===== src/rtl/vga_sync_monitor.sv =====
// VGA timing monitor: recovers pixel position from registered syncs, verifies line/frame lengths.
// Define VGA_MON_CHECKSUM_EN to build the per-frame RGB checksum; otherwise frame_sum_o is tied to 0.
module vga_sync_monitor #(
  parameter int unsigned COLOR_BITS = 24,
  parameter int unsigned H_VIS      = 640,
  parameter int unsigned H_FP       = 16,
  parameter int unsigned H_SYNC     = 96,
  parameter int unsigned H_BP       = 48,
  parameter int unsigned V_VIS      = 480,
  parameter int unsigned V_FP       = 10,
  parameter int unsigned V_SYNC     = 2,
  parameter int unsigned V_BP       = 33
) (
  input  logic                    clk_i,
  input  logic                    reset_ni,
  input  logic                    hsync_ni,
  input  logic                    vsync_ni,
  input  logic [COLOR_BITS/3-1:0] red_i,
  input  logic [COLOR_BITS/3-1:0] green_i,
  input  logic [COLOR_BITS/3-1:0] blue_i,
  output logic [9:0]              hpos_o,
  output logic [9:0]              vpos_o,
  output logic                    active_o,
  output logic                    locked_o,
  output logic                    frame_done_o,
  output logic [15:0]             frame_sum_o,
  output logic                    err_hlen_o,
  output logic                    err_vlen_o
);

  localparam int unsigned H_TOTAL = H_VIS + H_FP + H_SYNC + H_BP;
  localparam int unsigned V_TOTAL = V_VIS + V_FP + V_SYNC + V_BP;

  localparam logic [9:0] H_START = 10'(H_SYNC + H_BP);
  localparam logic [9:0] H_END   = 10'(H_SYNC + H_BP + H_VIS);
  localparam logic [9:0] V_START = 10'(V_SYNC + V_BP);
  localparam logic [9:0] V_END   = 10'(V_SYNC + V_BP + V_VIS);
  localparam logic [9:0] H_LAST  = 10'(H_TOTAL - 1);
  localparam logic [9:0] V_LEN   = 10'(V_TOTAL);

  typedef enum logic [1:0] {SEARCH = 2'd0, VERIFY = 2'd1, LOCKED = 2'd2} state_e;

  state_e     state_q, state_d;
  logic       hs_q, hs_d, vs_q, vs_d;
  logic       hs_prev_q, hs_prev_d, vs_prev_q, vs_prev_d;
  logic [9:0] hcnt_q, hcnt_d, vcnt_q, vcnt_d, lcnt_q, lcnt_d;
  logic       armed_q, armed_d;
  logic       seen_h_q, seen_h_d;
  logic       lines_ok_q, lines_ok_d;
  logic       err_h_q, err_h_d, err_v_q, err_v_d;
  logic       done_q, done_d;
  logic       act_q, act_d;
  logic [9:0] hpos_q, hpos_d, vpos_q, vpos_d;

  logic hfall, vfall, line_bad, frame_bad, end_good;

  always_comb begin
    hs_d      = hsync_ni;
    vs_d      = vsync_ni;
    hs_prev_d = hs_q;
    vs_prev_d = vs_q;
    hfall     = hs_prev_q & ~hs_q;
    vfall     = vs_prev_q & ~vs_q;

    hcnt_d = hcnt_q;
    if (hfall)              hcnt_d = '0;
    else if (hcnt_q != '1)  hcnt_d = hcnt_q + 10'd1;

    // An armed vsync fall (or one coinciding with this hsync fall) restarts the row count.
    vcnt_d  = vcnt_q;
    armed_d = armed_q;
    if (hfall) begin
      armed_d = 1'b0;
      if (vfall || armed_q)   vcnt_d = '0;
      else if (vcnt_q != '1)  vcnt_d = vcnt_q + 10'd1;
    end else if (vfall) begin
      armed_d = 1'b1;
    end

    seen_h_d = seen_h_q | hfall;
    line_bad = hfall & seen_h_q & (hcnt_q != H_LAST);

    // An hsync fall coinciding with the vsync fall is the first line of the new frame.
    lcnt_d = lcnt_q;
    if (vfall)                    lcnt_d = hfall ? 10'd1 : 10'd0;
    else if (hfall && lcnt_q != '1) lcnt_d = lcnt_q + 10'd1;
    frame_bad = (lcnt_q != V_LEN);

    lines_ok_d = lines_ok_q;
    if (vfall)         lines_ok_d = 1'b1;
    else if (line_bad) lines_ok_d = 1'b0;
    end_good = vfall & ~frame_bad & lines_ok_q & ~line_bad;
  end

  always_comb begin
    state_d = state_q;
    err_h_d = err_h_q;
    err_v_d = err_v_q;
    done_d  = 1'b0;
    case (state_q)
      SEARCH: if (vfall) state_d = VERIFY;
      VERIFY: if (end_good) state_d = LOCKED;
      LOCKED: begin
        if (line_bad) begin
          state_d = SEARCH;
          err_h_d = 1'b1;
        end
        if (vfall && frame_bad) begin
          state_d = SEARCH;
          err_v_d = 1'b1;
        end
        done_d = end_good;
      end
      default: state_d = SEARCH;
    endcase
  end

  always_comb begin
    act_d  = (state_q == LOCKED) &&
             (hcnt_d >= H_START) && (hcnt_d < H_END) &&
             (vcnt_d >= V_START) && (vcnt_d < V_END);
    hpos_d = act_d ? (hcnt_d - H_START) : '0;
    vpos_d = act_d ? (vcnt_d - V_START) : '0;
  end

  always_ff @(posedge clk_i or negedge reset_ni) begin
    if (!reset_ni) begin
      state_q    <= SEARCH;
      hs_q       <= 1'b0;
      vs_q       <= 1'b0;
      hs_prev_q  <= 1'b0;
      vs_prev_q  <= 1'b0;
      hcnt_q     <= '0;
      vcnt_q     <= '0;
      lcnt_q     <= '0;
      armed_q    <= 1'b0;
      seen_h_q   <= 1'b0;
      lines_ok_q <= 1'b0;
      err_h_q    <= 1'b0;
      err_v_q    <= 1'b0;
      done_q     <= 1'b0;
      act_q      <= 1'b0;
      hpos_q     <= '0;
      vpos_q     <= '0;
    end else begin
      state_q    <= state_d;
      hs_q       <= hs_d;
      vs_q       <= vs_d;
      hs_prev_q  <= hs_prev_d;
      vs_prev_q  <= vs_prev_d;
      hcnt_q     <= hcnt_d;
      vcnt_q     <= vcnt_d;
      lcnt_q     <= lcnt_d;
      armed_q    <= armed_d;
      seen_h_q   <= seen_h_d;
      lines_ok_q <= lines_ok_d;
      err_h_q    <= err_h_d;
      err_v_q    <= err_v_d;
      done_q     <= done_d;
      act_q      <= act_d;
      hpos_q     <= hpos_d;
      vpos_q     <= vpos_d;
    end
  end

`ifdef VGA_MON_CHECKSUM_EN
  logic [COLOR_BITS/3-1:0] red_q, red_d, green_q, green_d, blue_q, blue_d;
  logic [15:0]             acc_q, acc_d, fsum_q, fsum_d;
  logic [15:0]             pix_sum;

  always_comb begin
    red_d   = red_i;
    green_d = green_i;
    blue_d  = blue_i;
    pix_sum = 16'(red_q) + 16'(green_q) + 16'(blue_q);
    acc_d   = (vfall ? 16'd0 : acc_q) + (act_d ? pix_sum : 16'd0);
    fsum_d  = done_d ? acc_q : fsum_q;
  end

  always_ff @(posedge clk_i or negedge reset_ni) begin
    if (!reset_ni) begin
      red_q   <= '0;
      green_q <= '0;
      blue_q  <= '0;
      acc_q   <= '0;
      fsum_q  <= '0;
    end else begin
      red_q   <= red_d;
      green_q <= green_d;
      blue_q  <= blue_d;
      acc_q   <= acc_d;
      fsum_q  <= fsum_d;
    end
  end

  assign frame_sum_o = fsum_q;
`else
  logic unused_rgb;
  assign unused_rgb  = ^{red_i, green_i, blue_i};
  assign frame_sum_o = '0;
`endif

  assign hpos_o       = hpos_q;
  assign vpos_o       = vpos_q;
  assign active_o     = act_q;
  assign locked_o     = (state_q == LOCKED);
  assign frame_done_o = done_q;
  assign err_hlen_o   = err_h_q;
  assign err_vlen_o   = err_v_q;

endmodule


===== config.mk =====
export PLATFORM = sky130hd
export DESIGN_NAME = vga_sync_monitor
export DESIGN_NICKNAME = d
export VERILOG_FILES = /design/src/rtl/vga_sync_monitor.sv
export SDC_FILE = /design/constraint.sdc
export NUM_CORES = 1
export LEC_CHECK = 0
export BUFFER_PORTS_ARGS = -buffer_cell sky130_fd_sc_hd__buf_2
export CAP_MARGIN = 40
export CORE_AREA = 2 2 102 104
export DETAILED_ROUTE_END_ITERATION = 8
export DIE_AREA = 0 0 104 106
export SLEW_MARGIN = 20
export SYNTH_ARGS = -nofsm -noshare
export SYNTH_HDL_FRONTEND = slang
export SYNTH_SLANG_ARGS = --single-unit

===== constraint.sdc =====
create_clock -name clk_i -period 3.8 [get_ports clk_i]
set_clock_uncertainty 0.15 [all_clocks]
set_input_delay 0.38 -clock clk_i [delete_from_list [all_inputs] [get_ports clk_i]]
set_output_delay 0.38 -clock clk_i [all_outputs]
set_load 0.1 [all_outputs]

-- Yosys cells after proc, flatten, opt, wreduce, memory -nomap -nowiden
Index checks and enable logic that the tools add are counted.
- bits of input ports: 28
- output and inout bits: 41
- bits in registers: 63
- word-level logic and storage cells: 82
- muxes and demuxes: 20
- order comparisons: 4
- equality and inequality tests: 10
- reductions and logical operators: 14
- bitwise logic cells: 12
- add/sub/neg operators: 5
- operators by type and width (cell ; count):
    2-to-1 mux 10 bit ; 9
    != test 10 bit, second input constant ; 5
    adder 10 x 1 -> 10 bit, second input constant ; 3
    < comparator 10 bit, second input constant ; 2
    greater-or-equal comparator 10 x 6 -> 1 bit, second input constant ; 1
    greater-or-equal comparator 10 x 8 -> 1 bit, second input constant ; 1
    subtractor 10 x 6 -> 10 bit, second input constant ; 1
    subtractor 10 x 8 -> 10 bit, second input constant ; 1
    2-to-1 mux 2 bit ; 4
    bitwise AND 1 bit ; 7
    logical AND 1 bit ; 6
    2-to-1 mux 1 bit ; 6
    one-hot mux 2 bit (3 select lines) ; 1
    nonzero test 2 bit ; 3
    != test 2 bit, second input constant ; 2
    NOT 1 bit ; 4
    AND reduction 2 bit ; 2
    != test 3 x 1 -> 1 bit, second input constant ; 1
    AND reduction 3 bit ; 1
    equality test 2 x 1 -> 1 bit, second input constant ; 1
    equality test 2 bit, second input constant ; 1
    logical NOT 2 bit ; 1
    logical OR 1 bit ; 1
    OR 1 bit ; 1

-- Longest topological paths before layout
- word-level depth: 9
- mapped depth: 14
- gate-level depth less buffers: 11

-- Least setup slack after synthesis
OpenSTA, ideal clock, no wires.
- kind: register to register
- start: reg hcnt_q[0]
- end: reg hpos_q[1] (netlist: hpos_o[1])
- period minus slack after synthesis: 2995 ps
- stages on the path, launching flop included: 15
- buffers on the path: 3
- arrival time: 2712 ps
- library setup time: 133 ps
- setup slack: 805 ps
- data required time: 3517 ps
- cells stage by stage: dfrtp_1 -> ha_1 -> and4_1 -> buf_2 -> and3_1 -> clkbuf_1 -> o21ai_0 -> inv_1 -> ha_1 -> o21ai_0 -> nor3_1 -> a2111oi_0 -> a211o_1 -> buf_6 -> nor3_2
- cells in the longest elaborated chain, start to end: 9
- elaborated cells on any way between the ends: 12
- classes of those cells: 2 x add/sub; 2 x order compare; 1 x eq/ne; 3 x mux; 4 x reduce/logical
- RTL lines (item ; RTL line ; text):
    start, declared ; 46 ; logic [9:0] hcnt_q, hcnt_d, vcnt_q, vcnt_d, lcnt_q, lcnt_d;
    start signal, assigned ; 151 ; hcnt_q <= hcnt_d;
    adder 10 x 1 -> 10 bit / != test 10 bit (equally long branches) ; 67 ; else if (hcnt_q != '1) hcnt_d = hcnt_q + 10'd1;
    2-to-1 mux 10 bit (*) ; 67 ;
    2-to-1 mux 10 bit (*) ; 66 ; if (hfall) hcnt_d = '0;
    net hcnt_d[4] ; 46 ;
    greater-or-equal comparator 10 x 8 -> 1 bit ; 120 ; (hcnt_d >= H_START) && (hcnt_d < H_END) &&
    logical AND 1 bit ; 119 ; act_d = (state_q == LOCKED) &&
    logical AND 1 bit (*) (2 in series) ; 120 ;
    logical AND 1 bit (*) ; 121 ; (vcnt_d >= V_START) && (vcnt_d < V_END);
    2-to-1 mux 10 bit (*) ; 122 ; hpos_d = act_d ? (hcnt_d - H_START) : '0;
    net hpos_d[1] ; 53 ; logic [9:0] hpos_q, hpos_d, vpos_q, vpos_d;
    end signal, assigned ; 161 ; hpos_q <= hpos_d;
    end, declared ; 53 ;
The timed path passes the listed nets; every way through them passes the cells marked *.
A chain may end at the register's enable or synchronous reset.

-- Final worst setup path
- start: reg hcnt_q[0]
- end: reg vpos_q[8] (netlist: vpos_o[8])
- cells in the longest elaborated chain, start to end: 9
- elaborated cells on any way between the ends: 11
- classes of those cells: 1 x add/sub; 2 x order compare; 1 x eq/ne; 3 x mux; 4 x reduce/logical
- RTL lines (item ; RTL line ; text):
    adder 10 x 1 -> 10 bit / != test 10 bit (equally long branches) ; 67 ;
    2-to-1 mux 10 bit (*) ; 67 ;
    2-to-1 mux 10 bit (*) ; 66 ;
    net hcnt_d[4] ; 46 ;
    greater-or-equal comparator 10 x 8 -> 1 bit ; 120 ;
    logical AND 1 bit ; 119 ;
    logical AND 1 bit (*) (2 in series) ; 120 ;
    logical AND 1 bit (*) ; 121 ;
    2-to-1 mux 10 bit (*) ; 123 ; vpos_d = act_d ? (vcnt_d - V_START) : '0;
    net vpos_d[8] ; 53 ;
    end signal, assigned ; 162 ; vpos_q <= vpos_d;
    end, declared ; 53 ;
Marked as above.

==> metrics.csv <==
stage;metric;value;unit
critical_path;path_buf_inv;2;
floorplanning;fp.dieH;106;um
synthesis;synth_ff_type;dfrtp_1;
critical_path;path_delay_family;compound AO/OA/AOI/OAI gates;
cells_and_area;antenna_cells;0;
synthesis;synth.largest_area_cell;dfrtp_1;
global_routing;gr-usage-all-layers;13.3;%
synthesis;yosysUniqueCellTypes;58;
job;drv_cap;0;
pwr;p_per_area;473;mW/mm^2
route;dr.first_iter.drc_count;110;
route;viasPerCell;4.87;
critical_path;critPathLaunchType;flip-flop;
global_routing;grt_pass1_wl;11900;um
route;drc;0;
run_status;outcome;complete, no violations;
floorplanning;die_x;104;um
pwr;ir_drop;0.287;mV
synthesis;yosysTopAreaCellShare;46.9;%
critical_path;critPathArrivalTime;3.49;ns
timing;setup_tns;0;ns
cells_and_area;drive_gt1_share;19.8;%
synthesis;yosys-top-cells-area;dfrtp_1 (47%), nor2_1 (4.6%), buf_4 (4.0%);
pwr;power;1.82;mW
floorplanning;initial_utilization;33.6;%
floorplanning;rows;37;
global_routing;overflow;0;
cts;cts.sinks;63;
cells_and_area;syn_to_final_growth;14.2;%
critical_path;max_stage_delay;0.47;ns
synthesis;synthArstFlopShare;100;%
cts;root_buffer;clkbuf_8;
cts;clk_transition_reported_paths;0.07;ns
route;wl_per_cell;13.2;um
synthesis;syn_inst;333;
timing;whs;0.254;ns
synthesis;synth_seq_cells;63;
floorplanning;io_pins;69;
global_routing;antenna_found_initial;0;
timing;fin_crit_sh;90.3;%
timing;finalHoldViolCount;0;
synthesis;avgSynthCellArea;10.1;um^2
critical_path;crit_type;flip-flop to flip-flop;
timing;finalSetupViolations;0;
timing;worst_slew_pin_slew;0.629;ns
cells_and_area;layout.nets;405;
global_routing;grt_pass1_vias;2502;
place;routabilityCongestion;0.853;
global_routing;grt_max_degree;38;
hold_path;min_path_type;flip-flop to flip-flop;
cts;tritoncts;built;
floorplanning;fp.dieArea;0.0110;mm^2
place;dp_slack;0.372;ns
cts;clock_path_buffers;2;
cts;clock_latency;0.34;ns
timing;fmax;291;MHz
synthesis;yosys_warnings;0;
place;port_buffers;28;
place;place_inst;492;
timing;layout_min_cycle_time;3.43;ns
critical_path;slowest_stage;a2111oi_0;
route;vias;2485;
synthesis;netlist_area;0.00336;mm^2
floorplanning;coreArea;0.0100;mm^2
pwr;leakagePower;1.83;nW
route;postRouteAntennaNets;0;
synthesis;seq_area_frac_synth;46.9;%
critical_path;path_max_fanout;16;
critical_path;worstPathCellList;ha_1, and4_1, and3_1, o21ai_0, inv_1, ha_1, o21ai_0, nor3_1, a2111oi_0, a211o_1, buf_4, nor2_1;
timing;max-slew-margin-rel;58.1;%
cells_and_area;final_cells;510;
timing;setup_ws;0.369;ns
critical_path;end_kind;flip-flop;
synthesis;synth_edf_count;0;
critical_path;required;3.86;ns
cts;cts_made_buffers;9;
place;hpwl;4860;um
route;first_pass_iters;4;
timing;rsz0062_at_grt;false;
route;routed_wl;6730;um
timing;drv_slew;0;
cts;cts_max_level;3;
==> cell type report <==
type / count / area (um^2)
multi-input cells: 243 / 1590
fillers: 1037 / 6160
flip-flops and latches: 63 / 1580
clock inverters: 3 / 65.1
well taps: 136 / 170
clock buffers: 12 / 165
repair buffers: 38 / 223
inverters: 15 / 56.3
==> stage by stage <==
stage | utilization (%) | instance area (um^2)
floorplan | - | 3420
detailed placement | 35.8 | 3580
finish | 38.4 | 3840
global route | 38.4 | 3840
global placement | 35.8 | 3580
CTS | 38.4 | 3840
==> placed cells by master (no fill, tap or decap), types with 4 or more instances in the layout <==
cell / netlist / layout
nand4_1: 10 / 10
nor2b_1: 4 / 4
o21ai_0: 14 / 14
mux2i_1: 5 / 5
ha_1: 7 / 7
nor3_1: 10 / 10
clkbuf_8: 0 / 12
a31oi_1: 8 / 8
nand2b_1: 4 / 4
conb_1: 1 / 16
nand2_1: 12 / 12
a21oi_1: 7 / 7
and3_1: 8 / 8
nor2_2: 7 / 7
dfrtp_1: 63 / 63
xor2_1: 9 / 9
xnor2_1: 15 / 15
and2_1: 4 / 4
nand3_1: 7 / 7
buf_2: 1 / 28
nor2_1: 41 / 41
inv_1: 14 / 14
buf_4: 18 / 7
or3_1: 7 / 7
==> per-layer routing <==
layer	GRT usage (%)	share of wire (%)	vias up
li1	-	-	1214
met5	0	0	-
met1	17.3	47	1219
met4	3.57	1.1	0
met3	4.17	3.8	8
met2	21.7	49	44
==> power breakdown <==
group	internal (mW)	switching, mW
clock	0.418	0.254
sequential	0.713	0.0639
combinational	0.123	0.245
==> cell usage after synthesis, drive strengths merged, types with 8 or more instances <==
| master | instances |
|---|---|
| dfrtp | 63 |
| nor2 | 48 |
| buf | 23 |
| inv | 15 |
| xnor2 | 15 |
| o21ai | 14 |
| nor3 | 13 |
| nand2 | 12 |
| nand4 | 10 |
| a21oi | 9 |
| a31oi | 9 |
| xor2 | 9 |
| and3 | 8 |
==> final timing paths <==
check                           startpoint   endpoint  slack, ns  depth (start not counted)
worst max register to register   hcnt_q[0]  vpos_o[8]       0.37                         12
worst max-delay path             hcnt_q[0]  vpos_o[8]       0.37                         12
max in group asynchronous         reset_ni    armed_q       2.53                          3
min in group asynchronous         reset_ni  vpos_o[4]       0.26                          2
worst min register to register   vs_prev_d  vs_prev_q       0.25                          0
worst min-delay path             vs_prev_d  vs_prev_q       0.25                          0
==> sequential cells by signal, summed over array words and instances (netlist names) <==
register / cells
frame_done_o: 1
hcnt_q: 10
vs_prev_q: 1
vs_prev_d: 1
seen_h_q: 1
err_hlen_o: 1
vpos_o: 10
active_o: 1
state_q: 2
armed_q: 1
lines_ok_q: 1
lcnt_q: 10
hs_prev_q: 1
vcnt_q: 10
err_vlen_o: 1
hpos_o: 10
hs_prev_d: 1
==> timing repair <==
item	in CTS	in global routing
endpoints found under the hold margin	9	0
gates resized for setup	0	0
hold buffers	3	0
setup buffers	0	0
==> cell families after synthesis <==
logic type                 share of synthesized area (%)
AOI/OAI and AO/OA                                   13.5
xor gates and xnor gates                            6.25
adders and majority gates                           2.60
buffers and inverters                               7.63
DFF                                                 46.9
muxes                                               1.49
other                                              0.112
and+or+nand+nor                                     21.5
(Power assumes the default switching activity.)
